==> src/rtl/simple_bus_master_arb.sv <==
// Round-robin arbiter that serializes client read/write requests onto one simple_bus.
// A saturating ready watchdog completes a stalled transaction with an error pulse.
module simple_bus_master_arb #(
  parameter int NUM_MASTERS = 4,
  parameter int ADDR_W      = 8,
  parameter int DATA_W      = 8,
  parameter int TIMEOUT     = 15
) (
  input  logic                          clk,
  input  logic                          rst,
  input  logic [NUM_MASTERS-1:0]        m_req,
  input  logic [NUM_MASTERS*ADDR_W-1:0] m_addr,
  input  logic [NUM_MASTERS*2-1:0]      m_mode,
  input  logic [NUM_MASTERS*DATA_W-1:0] m_wdata,
  output logic [NUM_MASTERS-1:0]        m_gnt,
  output logic [NUM_MASTERS-1:0]        m_done,
  output logic                          m_err,
  output logic [DATA_W-1:0]             m_rdata,
  output logic                          req,
  input  logic                          gnt,
  output logic [ADDR_W-1:0]             addr,
  output logic [1:0]                    mode,
  output logic [DATA_W-1:0]             wdata,
  output logic                          start,
  input  logic                          rdy,
  input  logic [DATA_W-1:0]             rdata
);

  localparam int IW = $clog2(NUM_MASTERS);
  localparam int CW = (TIMEOUT > 0) ? $clog2(TIMEOUT + 1) : 1;

  typedef enum logic [2:0] {IDLE, REQ, START, WAIT, DONE} state_t;

  state_t        state;
  logic [IW-1:0] ptr;
  logic [IW-1:0] owner;
  logic [CW-1:0] cnt;

  logic          any_req;
  logic [IW-1:0] win;
  int            idx;

  // Lowest requesting index at or after ptr, wrapping around.
  always_comb begin
    any_req = 1'b0;
    win     = '0;
    idx     = 0;
    for (int i = 0; i < NUM_MASTERS; i++) begin
      idx = int'(ptr) + i;
      if (idx >= NUM_MASTERS) idx = idx - NUM_MASTERS;
      if (!any_req && m_req[idx]) begin
        any_req = 1'b1;
        win     = IW'(idx);
      end
    end
  end

  always_ff @(posedge clk or posedge rst) begin
    if (rst) begin
      state   <= IDLE;
      ptr     <= '0;
      owner   <= '0;
      cnt     <= '0;
      m_gnt   <= '0;
      m_done  <= '0;
      m_err   <= 1'b0;
      m_rdata <= '0;
      req     <= 1'b0;
      addr    <= '0;
      mode    <= '0;
      wdata   <= '0;
      start   <= 1'b0;
    end else begin
      case (state)
        IDLE: begin
          if (any_req) begin
            owner      <= win;
            addr       <= m_addr[int'(win)*ADDR_W +: ADDR_W];
            mode       <= m_mode[int'(win)*2 +: 2];
            wdata      <= m_wdata[int'(win)*DATA_W +: DATA_W];
            req        <= 1'b1;
            m_gnt      <= '0;
            m_gnt[win] <= 1'b1;
            state      <= REQ;
          end
        end
        REQ: begin
          if (gnt) begin
            start <= 1'b1;
            state <= START;
          end
        end
        START: begin
          start <= 1'b0;
          cnt   <= '0;
          if (rdy) begin
            m_rdata       <= rdata;
            m_err         <= 1'b0;
            m_done[owner] <= 1'b1;
            req           <= 1'b0;
            state         <= DONE;
          end else begin
            state <= WAIT;
          end
        end
        WAIT: begin
          // rdy takes priority over a watchdog expiry in the same cycle.
          if (rdy) begin
            m_rdata       <= rdata;
            m_err         <= 1'b0;
            m_done[owner] <= 1'b1;
            req           <= 1'b0;
            state         <= DONE;
          end else if (TIMEOUT != 0 && cnt == CW'(TIMEOUT)) begin
            m_rdata       <= '0;
            m_err         <= 1'b1;
            m_done[owner] <= 1'b1;
            req           <= 1'b0;
            state         <= DONE;
          end else if (cnt != {CW{1'b1}}) begin
            cnt <= cnt + 1'b1;
          end
        end
        DONE: begin
          m_done <= '0;
          m_err  <= 1'b0;
          m_gnt  <= '0;
          ptr    <= (owner == IW'(NUM_MASTERS - 1)) ? '0 : owner + 1'b1;
          state  <= IDLE;
        end
        default: state <= IDLE;
      endcase
    end
  end

endmodule

==> config.mk <==
export PLATFORM = sky130hd
export DESIGN_NAME = simple_bus_master_arb
export DESIGN_NICKNAME = d
export VERILOG_FILES = /design/src/rtl/simple_bus_master_arb.sv
export SDC_FILE = /design/constraint.sdc
export NUM_CORES = 1
export LEC_CHECK = 0
export ABC_AREA = 1
export CAP_MARGIN = 20
export CORE_ASPECT_RATIO = 0.75
export CORE_MARGIN = 2
export CORE_UTILIZATION = 44
export DETAILED_ROUTE_END_ITERATION = 7
export GPL_ROUTABILITY_DRIVEN = 0
export GPL_TIMING_DRIVEN = 0
export PLACE_DENSITY = 0.83
export SYNTH_ARGS = -nofsm -noshare
export SYNTH_HDL_FRONTEND = slang
export SYNTH_SLANG_ARGS = --single-unit
==> constraint.sdc <==
create_clock -name clk -period 2.7 [get_ports clk]
set_clock_uncertainty 0.2 [all_clocks]
set_input_delay 0.54 -clock clk [delete_from_list [all_inputs] [get_ports clk]]
set_output_delay 0.54 -clock clk [all_outputs]
set_load 0.01 [all_outputs]
**Word level (Yosys, flattened, before mapping)**

Index checks and enable logic that the tools add are counted.

- Add/sub/neg operators: 9
- Order comparisons: 12
- Eq/ne operators: 14
- Shift operators: 3
- Mux-type cells: 59
- Bitwise operators: 1
- Reduce and logical (&&, ||, !) cells: 22

Operators by type and width:

| kind | number |
|---|---|
| $lt A32 B4 Y1 const B | 4 |
| $mux W32 | 4 |
| $shiftx A32 B6 Y8 | 2 |
| $mux W4 | 7 |
| $mux W8 | 3 |
| $mux W1 | 21 |
| $pmux W4 S2 | 2 |
| $pmux W8 S2 | 1 |
| $mux W3 | 5 |
| $ne A2 B2 Y1 const B | 6 |
| $pmux W3 S4 | 1 |
| $pmux W4 S3 | 1 |
| $sub A3 B3 Y4 const B | 3 |
| $mux W2 | 5 |
| $ge A3 B3 Y1 const B | 3 |
| $reduce_and A3 Y1 | 3 |
| $bmux W1 S2 | 4 |
| $reduce_and A4 Y1 | 2 |
| $shiftx A8 B4 Y2 | 1 |
| $add A2 B2 Y3 const B | 2 |
| $eq A3 B2 Y1 const B | 2 |
| $lt A2 B3 Y1 const B | 2 |
| $pmux W1 S3 | 2 |
| $reduce_and A2 Y1 | 3 |
| other kinds (20) | 31 |

- Bits in registers: 48
- Bits of input ports: 88

**Longest topological paths before layout**

- Depth after elaboration: 21
- Mapped depth: 17

**Worst setup path before layout**

OpenSTA, ideal clock, no wires.

- Path kind: input port to flip-flop
- Start: input port m_req[3]
- End: register wdata[2]
- Arrival time: 1739 ps
- Path slack: 643 ps
- Stages on the path: 16
- Cells stage by stage: inv_1 -> nand2_1 -> nand3_2 -> nand2_2 -> nor2_4 -> nand3_2 -> nand2_4 -> nand2_2 -> buf_6 -> buf_6 -> nand2_1 -> nand2_1 -> nand2_1 -> nand2_1 -> nand2_1 -> nand2_1

- Longest elaborated chain between the ends: 14

Ends and longest elaborated chain:

| what | line | text |
|---|---|---|
| from (decl) | 11 | `input logic [NUM_MASTERS-1:0] m_req,` |
| $bmux W1 S2 | 51 | `if (!any_req && m_req[idx]) begin` |
| $mux W1 (not written as such) (2 in a row) | 51 |  |
| $mux W1 | 51 |  |
| $logic_not A1 Y1 | 51 |  |
| $logic_and A1 B1 Y1 | 51 |  |
| $mux W1 | 51 |  |
| $logic_not A1 Y1 | 51 |  |
| $logic_and A1 B1 Y1 | 51 |  |
| $mux W1 | 51 |  |
| $logic_not A1 Y1 | 51 |  |
| $logic_and A1 B1 Y1 | 51 |  |
| $mux W2 or $mux W1 (tied branches) | 51 |  |
| $shiftx A32 B6 Y8 or $reduce_and A2 Y1 (tied branches) | n/a |  |
| to (signal assigned) | 80 | `wdata <= m_wdata[int'(win)*DATA_W +: DATA_W];` |
| to (decl) | 23 | `output logic [DATA_W-1:0] wdata,` |

Parallel ways exist; a longest one is shown, timed or not. The select of a mux whose other input is x is not followed.
A chain may end at the register's enable or synchronous reset.

**Worst setup path in the final report**

- Start: input port m_req[3]
- End: register addr[4]

- Longest elaborated chain between the ends: 14

Ends and longest elaborated chain:

| what | line | text |
|---|---|---|
| $bmux W1 S2 | 51 |  |
| $mux W1 (not written as such) (2 in a row) | 51 |  |
| $mux W1 | 51 |  |
| $logic_not A1 Y1 | 51 |  |
| $logic_and A1 B1 Y1 | 51 |  |
| $mux W1 | 51 |  |
| $logic_not A1 Y1 | 51 |  |
| $logic_and A1 B1 Y1 | 51 |  |
| $mux W1 | 51 |  |
| $logic_not A1 Y1 | 51 |  |
| $logic_and A1 B1 Y1 | 51 |  |
| $mux W2 or $mux W1 (tied branches) | 51 |  |
| $shiftx A32 B6 Y8 or $reduce_and A2 Y1 (tied branches) | n/a |  |
| to (signal assigned) | 78 | `addr <= m_addr[int'(win)*ADDR_W +: ADDR_W];` |
| to (decl) | 21 | `output logic [ADDR_W-1:0] addr,` |

Parallel ways exist; a longest one is shown, timed or not. The select of a mux whose other input is x is not followed.

==> results_dict.tcl <==
set metrics [dict create \
    die-area_um2 7580 \
    stdcell_count 682 \
    grt_start_max_net_pins 44 \
    p_leak_nw 2.30 \
    drv_cap 0 \
    hold_buffers 0 \
    viasPerCell 4.87 \
    overflow 0 \
    postSynthCellCount 463 \
    grt_usage_pct 23.3 \
    synth_fa_ha_area_share_pct 2.06 \
    grt_pass1_wl_um 14200 \
    hold_violations 0 \
    routed.top_layer "met4" \
    hold_class "input port to async pin" \
    intPower_mw 2.81 \
    setup_viol 0 \
    initial_utilization_pct 45.1 \
    syn_nets 556 \
    ys_ff_latch 48 \
    stdcell_area_um2 4520 \
    required_ns 2.74 \
    place_hpwl_um 6840 \
    crit_buf_inv 3 \
    fillers 546 \
    ant_nets 0 \
    syn_area_per_cell_um2 6.55 \
    synth-xor-area-share_pct 0 \
    portBuffers 124 \
    timing.final.crit_share_pct 91.0 \
    grt_pass1_vias 3078 \
    synthMuxAreaShare_pct 0 \
    root_buffer "clkbuf_8" \
    drc_errors 0 \
    crit_type "input port to register" \
    rsz0062_at_grt "false" \
    cpMaxStageDelayCell "clkdlybuf4s50_1" \
    layout_min_cycle_time_ns 2.46 \
    crit_family "simple AND/OR/NAND/NOR gates" \
    ys_seq_area_share_pct 39.6 \
    netSwitchingPower_mw 2.76 \
    outcome "finished clean" \
    finalMaxSlewViolations 0 \
    crit_fanout 10 \
    synth_top_family_by_area "simple AND/OR/NAND/NOR gates" \
    switching_share_pct 49.6 \
    synth-simple-area-share_pct 43.5 \
    cts_made_buffers 5 \
    yosys_warnings 0 \
    fin_total_pwr_mw 5.58 \
    synth_area_um2 3030 \
    synth.distinct_cells 29 \
    clock-sinks 48 \
    cpMostUsedCell "nand2_1" \
    cp_cell_sequence "clkdlybuf4s50_1 > inv_1 > nand2_1 > nand3_2 > nand2_2 > nor2_1 > nor2_1 > nand2_4 > nand2_2 > buf_2 > nand2_1 > nand2_1 > nand2_1 > nand2_1 > nand2_1 > nand2_1" \
    drt_pass1_iterations 4 \
    holdWs_ns 0.242 \
    placedCellCount 672 \
    area_growth_pct 48.9 \
    clockPowerShare_pct 8.0 \
    coreArea_um2 6730 \
    pwr-share-comb_pct 69.7 \
    die_h_um 75.9 \
    rows 26 \
    wl_per_cell_um 12.7 \
    wl_met2_um 4150 \
    drtIter0Drc 131 \
    antenna_cells 0 \
    cts_tree "built" \
    wl_met1_um 3930 \
    wl_um 8690 \
    num-nets-final 690 \
    p_per_area_nw_per_um2 1230 \
    slowest_delay_ns 0.48 \
    antenna_found_initial 0 \
    tightest_slew_ns 0.806 \
    arrival_ns 2.50 \
    dieWidth_um 99.9 \
    fmax_ghz 0.407 \
    post_dp_cell_area_um2 4400 \
    vias 3320 \
    cp-start-kind "input port" \
    htreeDepth 2 \
    relSlewSlack_pct 45.8 \
    cts.reportedPaths.clkPinSlew_ns 0.09 \
    synth_compound_area_share_pct 6.27 \
    cts_buffer_depth 2 \
    seqPwrFrac_pct 22.4 \
    drive_above_1_share_pct 6.52 \
    route.met3.wl_um 537 \
    io_pins 125 \
    cp-end-kind "register" \
    irDropWorstVdd_v 0.000576 \
    clock_latency_ns 0.30 \
]
[power by group through the flow]
stage | combinational (mW) | clock [mW] | sequential [mW]
floorplan | 2.42 | 0 | 1.34
CTS | 3.83 | 0.449 | 1.25
detailed placement | 3.80 | 0 | 1.25
global placement | 3.70 | 0 | 1.24
global route | 4.40 | 0.486 | 1.29
finish | 3.89 | 0.444 | 1.25
[worst register-to-register path: stages, from the launching register on]
cell and delay (ns):
dfrtp_1 0.41, buf_4 0.18, nand2_1 0.07, nand2_2 0.08, nand2_1 0.06, nand2_1 0.08
nor2_4 0.14, nand3_2 0.13, nand2_4 0.16, nand2_2 0.09, buf_6 0.15, buf_6 0.14
nand2_1 0.06, nand2_1 0.06, nand2_1 0.06, nand2_1 0.05, nand2_1 0.05, nand2_1 0.05
[worst paths after layout]
kind / startpoint / to / slack [ns] / depth (start not counted)
worst min-delay path: rst / wdata[0] / 0.24 / 2
worst min register to register: addr[1] / addr[1] / 0.29 / 2
worst max-delay path: m_req[3] / addr[4] / 0.24 / 16
max in group asynchronous: rst / cnt[1] / 1.62 / 3
worst max register to register: ptr[0] / wdata[2] / 0.37 / 17
min in group clk: addr[1] / addr[1] / 0.29 / 2
[flip-flops by register name (all words and copies together), names as in the netlist, 2 cells and up]
register  cells
ptr           2
m_done        4
state         3
m_gnt         4
m_rdata       8
wdata         8
cnt           4
addr          8
owner         2
mode          2
[metal layers]
metal	track usage, %	vias up
met4	3.84	0
li1	-	1716
met1	31.2	1510
met5	0	-
met3	6.55	8
met2	38.3	86
[layout by cell type (no fill, tap or decap), types with 2 or more instances in the layout]
cell             instances
a21oi_1                  6
buf_1                    2
buf_2                    6
buf_4                    4
buf_6                    2
clkbuf_1                 6
clkbuf_4                 2
clkbuf_8                 6
clkdlybuf4s50_1        124
clkinv_2                 2
dfrtp_1                 48
ha_1                     5
inv_1                   37
inv_2                    3
nand2_1                228
nand2_2                  5
nand3_1                 56
nand3_2                  2
nor2_1                  13
nor3_1                   5
o21ai_0                 18
o31ai_1                  4
[cell type report]
cell class | count | area [um2] | share of cell area (%)
Inverter | 40 | 150 | 3.32
Clock buffer | 6 | 82.6 | 1.83
Tap cell | 84 | 105 | 2.33
Buffer | 21 | 118 | 2.60
Clock inverter | 2 | 10.0 | 0.222
Multi-Input combinational cell | 354 | 1580 | 34.9
Sequential cell | 48 | 1200 | 26.6
Timing Repair Buffer | 127 | 1280 | 28.2
[synth_stat cells]
cell type | n | area [um2]
nor3_4 | 1 | 16.3
o211ai_1 | 1 | 7.51
nand4_1 | 1 | 6.26
buf_4 | 2 | 15.0
a22o_1 | 1 | 8.76
nor2_4 | 1 | 11.3
nand3_1 | 56 | 280
buf_6 | 2 | 22.5
inv_1 | 38 | 143
nand2_4 | 1 | 11.3
inv_2 | 2 | 7.51
nand3_2 | 2 | 20.0
clkbuf_1 | 6 | 22.5
nand2_1 | 228 | 856
nor3_1 | 5 | 25.0
o21ai_0 | 18 | 90.1
buf_1 | 3 | 11.3
dfrtp_1 | 48 | 1200
o31ai_1 | 4 | 30.0
nor2_1 | 13 | 48.8
ha_1 | 5 | 62.6
buf_2 | 8 | 40.0
and3_1 | 1 | 6.26
nand2_2 | 5 | 31.3
or2_2 | 1 | 6.26
o21ai_1 | 2 | 10.0
a21oi_1 | 6 | 30.0
o22ai_1 | 1 | 6.26
o21a_1 | 1 | 7.51
[cells by family after synthesis]
group,count (synthesis)
AO/OA/AOI/OAI,34
adder cells (fa/ha/maj),5
buffers and inverters,61
flip-flops,48
AND/OR/NAND/NOR,315
[repair_timing]
item,CTS,global route
endpoints found under the setup margin,0,10
buffers inserted,0,2
gates resized for setup,0,4
[stage by stage]
stage / TNS, ns / util (%) / setup slack, ns
finish: 0 / 67.1 / 0.244
global route: 0 / 67.1 / 0.0270
CTS: 0 / 66.7 / 0.192
detailed placement: -1.20 / 65.3 / -0.108
global placement: -6.69 / 65.1 / -0.131
floorplan: 0 / - / 0.643
Power figures use the tool's default switching activity.
